$ cat config.mk
export PLATFORM = sky130hd
export DESIGN_NAME = instr_fetch
export DESIGN_NICKNAME = d
export VERILOG_FILES = /design/src/rtl/fetch_pkg.sv /design/src/rtl/if_id_reg.sv /design/src/rtl/instr_fetch.sv
export SDC_FILE = /design/constraint.sdc
export NUM_CORES = 1
export LEC_CHECK = 0
export CAP_MARGIN = 10
export CORE_AREA = 2 2 124 126
export DETAILED_ROUTE_END_ITERATION = 8
export DIE_AREA = 0 0 126 128
export GPL_ROUTABILITY_DRIVEN = 0
export GPL_TIMING_DRIVEN = 0
export PLACE_DENSITY = 0.78
export SLEW_MARGIN = 20
export SYNTH_ARGS = -nofsm -noshare
export SYNTH_HDL_FRONTEND = slang
export SYNTH_SLANG_ARGS = --single-unit
export TNS_END_PERCENT = 50
$ cat constraint.sdc
create_clock -name clk -period 4.1 [get_ports clk]
set_input_delay 0.82 -clock clk [delete_from_list [all_inputs] [get_ports clk]]
set_output_delay 0.82 -clock clk [all_outputs]
set_load 0.03 [all_outputs]
$ cat src/rtl/fetch_pkg.sv
// Shared definitions for the instruction-fetch stage: FSM states, reset/NOP defaults
// and the sequential next-PC helper.
package fetch_pkg;

  typedef enum logic [1:0] {
    FETCH = 2'd0,
    HOLD  = 2'd1,
    DRAIN = 2'd2
  } fetch_state_e;

  localparam logic [31:0] DEFAULT_RESET_PC  = 32'h0000_0000;
  localparam logic [31:0] DEFAULT_NOP_INSTR = 32'h0000_0000;
  localparam logic [31:0] INSTR_BYTES       = 32'd4;

  // Sequential successor; wraps modulo 2^32.
  function automatic logic [31:0] next_pc(input logic [31:0] pc);
    return pc + INSTR_BYTES;
  endfunction

endpackage

$ cat src/rtl/if_id_reg.sv
// IF/ID pipeline register: load, hold or flush; flush leaves a NOP bubble.
// Priority is rst > flush > load > hold; one-cycle latency from load to output.
module if_id_reg #(
  parameter logic [31:0] NOP_INSTR = 32'h0000_0000
) (
  input  logic        clk,
  input  logic        rst,
  input  logic        load_i,
  input  logic        flush_i,
  input  logic [31:0] instr_i,
  input  logic [31:0] pc_plus4_i,
  output logic        valid_o,
  output logic [31:0] instr_o,
  output logic [31:0] pc_plus4_o
);

  logic        valid_q;
  logic [31:0] instr_q;
  logic [31:0] pc_plus4_q;

  // A flush keeps pc_plus4 so the bubble still carries the last known address.
  always_ff @(posedge clk) begin
    if (rst) begin
      valid_q    <= 1'b0;
      instr_q    <= NOP_INSTR;
      pc_plus4_q <= 32'h0000_0000;
    end else if (flush_i) begin
      valid_q    <= 1'b0;
      instr_q    <= NOP_INSTR;
    end else if (load_i) begin
      valid_q    <= 1'b1;
      instr_q    <= instr_i;
      pc_plus4_q <= pc_plus4_i;
    end
  end

  assign valid_o    = valid_q;
  assign instr_o    = valid_q ? instr_q : NOP_INSTR;
  assign pc_plus4_o = pc_plus4_q;

endmodule

$ cat src/rtl/instr_fetch.sv
// Instruction fetch: PC, FETCH/HOLD/DRAIN FSM and stall hold buffer feeding if_id_reg.
// Optional INSTR_FETCH_PERF_CNT_EN adds fetch and bubble counters.
module instr_fetch
  import fetch_pkg::*;
#(
  parameter logic [31:0] RESET_PC  = DEFAULT_RESET_PC,
  parameter logic [31:0] NOP_INSTR = DEFAULT_NOP_INSTR
) (
  input  logic        clk,
  input  logic        rst,
  input  logic        stall,
  input  logic        branch_taken,
  input  logic [31:0] branch_target,
  input  logic        jump,
  input  logic [31:0] jump_target,
  output logic        imem_req,
  output logic [31:0] imem_addr,
  input  logic        imem_valid,
  input  logic [31:0] imem_rdata,
  output logic        if_id_valid,
  output logic [31:0] if_id_instr,
  output logic [31:0] if_id_pc_plus4
`ifdef INSTR_FETCH_PERF_CNT_EN
  ,
  output logic [31:0] perf_fetch_cnt,
  output logic [31:0] perf_bubble_cnt
`endif
);

  fetch_state_e state_q, state_d;
  logic [31:0]  pc_q, pc_d;
  logic [31:0]  hold_q, hold_d;
  logic         boot_q;

  logic         redirect;
  logic [31:0]  target;
  logic [31:0]  pc_plus4;
  logic         resp;
  logic         ld;
  logic         flush;
  logic [31:0]  ld_instr;

  assign redirect = jump | branch_taken;
  assign target   = jump ? jump_target : branch_target;
  assign pc_plus4 = next_pc(pc_q);

  // The first cycle out of reset issues no request, so a response still in
  // flight from before reset lands in a cycle where it is ignored.
  assign imem_req  = (state_q == FETCH) && !boot_q && !rst;
  assign imem_addr = pc_q;
  assign resp      = imem_req && imem_valid;

  always_ff @(posedge clk) begin
    if (rst) begin
      state_q <= FETCH;
      pc_q    <= RESET_PC;
      hold_q  <= 32'h0000_0000;
      boot_q  <= 1'b1;
    end else begin
      state_q <= state_d;
      pc_q    <= pc_d;
      hold_q  <= hold_d;
      boot_q  <= 1'b0;
    end
  end

  always_comb begin
    state_d  = state_q;
    pc_d     = pc_q;
    hold_d   = hold_q;
    ld       = 1'b0;
    flush    = 1'b0;
    ld_instr = imem_rdata;
    unique case (state_q)
      FETCH: begin
        if (redirect) begin
          pc_d    = target;
          flush   = 1'b1;
          state_d = (imem_req && !imem_valid) ? DRAIN : FETCH;
        end else if (resp) begin
          if (stall) begin
            hold_d  = imem_rdata;
            state_d = HOLD;
          end else begin
            ld   = 1'b1;
            pc_d = pc_plus4;
          end
        end else if (!stall) begin
          flush = 1'b1;
        end
      end
      HOLD: begin
        if (redirect) begin
          pc_d    = target;
          flush   = 1'b1;
          hold_d  = 32'h0000_0000;
          state_d = FETCH;
        end else if (!stall) begin
          ld       = 1'b1;
          ld_instr = hold_q;
          pc_d     = pc_plus4;
          state_d  = FETCH;
        end
      end
      DRAIN: begin
        // The abandoned response is swallowed here; new redirects only retarget pc.
        if (redirect) begin
          pc_d  = target;
          flush = 1'b1;
        end else if (!stall) begin
          flush = 1'b1;
        end
        if (imem_valid) begin
          state_d = FETCH;
        end
      end
      default: begin
        state_d = FETCH;
        flush   = 1'b1;
      end
    endcase
  end

  if_id_reg #(
    .NOP_INSTR (NOP_INSTR)
  ) u_if_id_reg (
    .clk        (clk),
    .rst        (rst),
    .load_i     (ld),
    .flush_i    (flush),
    .instr_i    (ld_instr),
    .pc_plus4_i (pc_plus4),
    .valid_o    (if_id_valid),
    .instr_o    (if_id_instr),
    .pc_plus4_o (if_id_pc_plus4)
  );

`ifdef INSTR_FETCH_PERF_CNT_EN
  logic [31:0] fetch_cnt_q;
  logic [31:0] bubble_cnt_q;

  always_ff @(posedge clk) begin
    if (rst) begin
      fetch_cnt_q  <= 32'h0000_0000;
      bubble_cnt_q <= 32'h0000_0000;
    end else begin
      if (ld && !flush) begin
        fetch_cnt_q <= fetch_cnt_q + 32'd1;
      end
      if (!if_id_valid) begin
        bubble_cnt_q <= bubble_cnt_q + 32'd1;
      end
    end
  end

  assign perf_fetch_cnt  = fetch_cnt_q;
  assign perf_bubble_cnt = bubble_cnt_q;
`endif

endmodule

==> metrics.txt, run 1 <==
Mapped Area 6540 µm²; starting density of the core a little over two fifths; initial antenna violation count 0; crit-path max FO 10; Avg Vias per Cell 5.80; synthesis-stage register bit count 132; Tcrit/Tclk final 94.2%; worst slew pin tran 1.00 ns; PwrDens 357 nW/µm²; Routed WL per cell 18.5 µm; IO Pins 200; global-route wire length before repair 35600 µm; Std-Cell Rows between 40 and 50; Pre-antenna DRT Iters 5; TritonCTS clock tree built; headroom to the max-slew limit ~33%; H-tree levels 4; GRT overflow 0; synth unique cells 60; crit path DAT 3.04 ns; crit path kind in -> out; Layout Utilization 62.8%; share of cells above drive strength 1 approximately 6.4%; worst clock skew between 0.006 and 0.007 ns; post-synth top area share approximately two fifths; Clock Pin Slew Worst Setup and Hold Paths 0.06 ns; Post-synth EDFFs 0; die width 126 µm; vias 7012; clock root cell clkbuf_16; number of max-cap violations 0; endpoints failing setup 0; n_diodes 0; setup bufs post-CTS 0; clk sinks 132; number of nets in the layout 1110; WP data required 3.28 ns; CP endpoint kind output port; Post-synth top cells dfxtp_1 (132), nor2_1 (85), nand2_1 (68); Pwr Total 3.33 mW; final hold slack 0.456 ns; vias in the first global route around 6800; Die Ht 128 µm; most area-hungry cell type in the Yosys netlist dfxtp_1; worst slack, placed between 0.1 and 0.15 ns; dominant cells by area after synthesis dfxtp_1 (40%), nor2_1 (4.9%), a22o_1 (4.7%), a311oi_1 (4.3%), nand3_1 (4.0%); status finished, final reports clean; endpoints failing hold 0; Iter 0 DRT Violations 584; Layout Area Growth over Synthesis 42.8%; Peak VDD IR around 300 µV; Post-synth ARST share 0%; Clk Latency, worst-skew pair 0.42 ns; final setup TNS 0 ns; Clock Path Buffers 2; Num CTS Buffers 17; Worst Hold Class reg -> reg; Core ar. 14900 µm²; Lkg Pwr 3.32 nW; Port Buf Inserts between 150 and 200; startpoint types primary input; Period minus WS final 3.86 ns; Worst Setup Slack, final 0.239 ns; count leader, synth dfxtp_1; Seq/Total Area, Yosys 40.4%; post-DP HPWL 16100 µm; final slew viol count 0; Die ar. 16100 µm²; ANT nets after route 0; Yosys warnings 0; Syn Inst Count 789; max frequency 259 MHz; Mean Syn Cell Area between 8 and 9 µm²; Synthesized Nets 892; WL final 22400 µm; All-Layer GR Usage between 20% and 30%; DR DRC count 0; RSZ-0062 raised after global routing false; pin count of the biggest net entering global routing 17; Main synth FF type dfxtp_1
## where the power goes
part	internal [mW]	switching, mW	leakage, nW	total [mW]
Combinational	0.228	0.274	1.97	0.502
Clock	0.856	0.605	0.279	1.46
Sequential	1.32	0.0469	1.07	1.37
Total	2.40	0.926	3.32	3.33
## layout by cell type (no fill, tap or decap), types with 5 or more instances in the layout
cell and instances:
clkdlybuf4s50_1 199, dfxtp_1 132, nor2_1 85, nand2_1 68, clkbuf_1 54, nand3_1 52
a21oi_1 49, o21ai_0 40, a22o_1 35, and2_1 33, a311oi_1 32, mux2i_1 21
clkbuf_16 17, a211oi_1 16, xnor2_1 16, nor3_1 15, buf_2 12, inv_1 12
nor4_1 11, xor2_1 9, nand4_1 7, nand2b_1 6, o32ai_1 6, and3_1 5
o211ai_1 5, mux2_2 5
## sequential cells by signal (all words and copies together), names as in the netlist
| signal | cells |
|---|---|
| boot_q | 1 |
| hold_q | 32 |
| imem_addr | 32 |
| state_q | 2 |
| u_if_id_reg.instr_q | 32 |
| u_if_id_reg.pc_plus4_o | 32 |
| u_if_id_reg.valid_o | 1 |
## layout make-up
type | instances | area, µm²
Buffer | 74 | 309
Clock buffer | 18 | 439
Clock inverter | 14 | 129
Fill cell | 1355 | 5530
Inverter | 12 | 45.0
Multi-Input combinational cell | 571 | 3540
Sequential cell | 132 | 2640
Tap cell | 188 | 235
Timing Repair Buffer | 199 | 1990
## stage by stage
stage	area, µm²	std cells
floorplan	6540	789
global placement	8770	1176
detailed placement	8770	1176
CTS	9330	1208
global route	9340	1208
finish	9340	1208
## per-layer routing
| layer | global-route usage [%] | vias up | wire length (µm) |
|---|---|---|---|
| met5 | 0 | - | 0 |
| met4 | 12.4 | 0 | 768 |
| met3 | 7.01 | 53 | 1940 |
| met2 | 43.5 | 350 | 10300 |
| met1 | 36.0 | 3292 | 9370 |
| li1 | - | 3317 | - |
## what timing repair did
action                                  4_1_cts  5_1_grt
resized for setup                             0        2
endpoints found under the setup margin        0        1
hold buffers                                  0        0
## path summary, 6_finish.rpt
path | start | endpoint | slack [ns] | depth (start not counted)
hold reg to reg | u_if_id_reg.pc_plus4_o[0] | u_if_id_reg.pc_plus4_o[0] | 0.46 | 2
setup reg to reg | state_q[1] | u_if_id_reg.instr_q[24] | 1.42 | 7
hold / removal | u_if_id_reg.pc_plus4_o[0] | u_if_id_reg.pc_plus4_o[0] | 0.46 | 2
setup / recovery | rst | imem_req | 0.24 | 5
## cells by family (layout without fill, tap and decap cells)
family	Yosys count	after routing	share of synthesized area, %
simple gates	306	306	23.6
compound gates	213	213	22.9
mux	26	26	4.08
flops	132	132	40.4
xor+xnor	25	25	3.35
buf+inv	86	317	5.40
fa+ha+maj	1	1	0.191
## worst max-delay path: stages
cell	delay (ns)
clkdlybuf4s50_1	0.63
clkbuf_1	0.44
clkbuf_2	0.42
nor4_1	0.08
clkdlybuf4s50_1	0.65
(Power assumes the default switching activity.)
==> run 2, diff against run 1 <==
SETUP_SLACK_MARGIN = 0.02   (was not set)
SLEW_MARGIN = not set   (was 20)
==> results of run 2 <==
Same layout as run 1: the final DEF is identical, and so are final timing and power.
==> run 3, diff against run 2 <==
clock period = 4.8 ns   (was 4.1 ns; I/O delays follow)
==> run 3 against run 2 <==
  * Setup slack improved by 0.20 ns
  * Critical path depth unchanged
  * Highest routed layer unchanged
  * Largest cell class unchanged
  * Hold slack got worse by 0.0011 ns
  * Critical path type unchanged
  * Wire length decreased by 0.35%
  * Utilization about the same
  * Via count increased by 0.16%
  * Die area unchanged
  * Combinational power decreased by 15%
==> metrics.txt, run 3 (same netlist as run 1, synthesis figures left out) <==
status finished, final reports clean; Tcrit/Tclk final 90.8%; Iter 0 DRT Violations 593; fin area 9330 µm²; Pre-antenna DRT Iters 5; final slew viol count 0; PwrDens roughly 300 nW/µm²; final hold slack 0.454 ns; worst clock skew 0.00736 ns; GRT overflow 0; placed cells 1176; number of nets in the layout 1110; endpoints failing hold 0; post-DP HPWL between 15000 and 20000 µm; Layout Utilization a little over three fifths; number of max-cap violations 0; clk sinks 132; Layout Area Growth over Synthesis 42.7%; worst slew pin tran 0.982 ns; Avg Vias per Cell about 5.8; Num CTS Buffers 17; crit path kind in -> out; starting density of the core between 40 and 50%; Std-Cell Rows 45; Peak VDD IR 257 µV; crit path DAT 3.40 ns; DR DRC count 0; die width 126 µm; WP data required around 3.8 ns; H-tree levels 4; Worst Setup Slack, final approximately 0.44 ns; initial antenna violation count 0; crit-path max FO 10; Period minus WS final 4.36 ns; Clock Path Buffers 2; Core ar. around 15000 µm²; startpoint types primary input; TritonCTS clock tree built; WL final about 22000 µm; Lkg Pwr ~3.3 nW; IO Pins 200; fin cells about 1200; pin count of the biggest net entering global routing 17; n_diodes 0; CP peak stage delay about 0.65 ns; vias in the first global route 6752; post-CTS sizing 0; Die Ht 128 µm; max frequency around 230 MHz; ANT nets after route 0; global-route wire length before repair roughly 36000 µm; DP Area 8770 µm²; register area 2640 µm²; Clock Pin Slew Worst Setup and Hold Paths around 0.060 ns; CP endpoint kind output port; clock root cell clkbuf_16; headroom to the max-slew limit between 30% and 40%; All-Layer GR Usage 27.7%; RSZ-0062 raised after global routing false; commonest non-fill, non-tap cell in the layout clkdlybuf4s50_1; worst slack, placed 0.552 ns; Worst Hold Class reg -> reg; setup bufs post-CTS 0; final setup TNS 0 ns; area of the multi-input gates 3540 µm²; crit path cell chain clkdlybuf4s50_1, clkbuf_1, clkbuf_1, nor4_1, clkdlybuf4s50_1; Clk Latency, worst-skew pair 0.42 ns; commonest non-fill, non-tap cells in the layout clkdlybuf4s50_1 (199), dfxtp_1 (132), nor2_1 (85); fill count 1355; Die ar. around 16000 µm²; share of cells above drive strength 1 6.27%; Slowest-stage cell, CP clkdlybuf4s50_1; Port Buf Inserts roughly 200; vias 7023; hold_buf cts 0; Routed WL per cell 18.5 µm; endpoints failing setup 0; Pwr Total 2.84 mW
[run 3: area by class of cell]
class	count	share of cell area (%)
clock inverters	14	1.38
plain buffers	74	3.30
clock buffers	18	4.71
inverters	12	0.483
repair buffers	199	21.3
multi-input cells	571	38.0
flip-flops and latches	132	28.3
well taps	188	2.52
[run 3: metal layers]
metal,track usage (%),routed length (µm),vias up
met4,12.4,776,0
met2,43.5,10300,368
met3,7.01,2000,54
met1,36.0,9300,3285
met5,0,0,-
li1,-,-,3316
[run 3: where the power goes]
group	switching, mW	leakage, nW	internal [mW]
Combinational	0.233	1.96	0.195
Sequential	0.0403	1.07	1.13
Clock	0.517	0.279	0.731
[run 3: worst paths after layout]
check                                          startpoint                         to  depth (start not counted)  slack, ns
worst max-delay path                                  rst                   imem_req                          5       0.44
worst min-delay path            u_if_id_reg.pc_plus4_o[0]  u_if_id_reg.pc_plus4_o[0]                          2       0.45
worst max register to register                 state_q[1]    u_if_id_reg.instr_q[20]                          7       2.11
worst min register to register  u_if_id_reg.pc_plus4_o[0]  u_if_id_reg.pc_plus4_o[0]                          2       0.45
[run 3: critical path: cells and delay by family]
family / cells / cell delay [ns]
simple gates: 1 / 0.09
buf+inv: 4 / 2.33
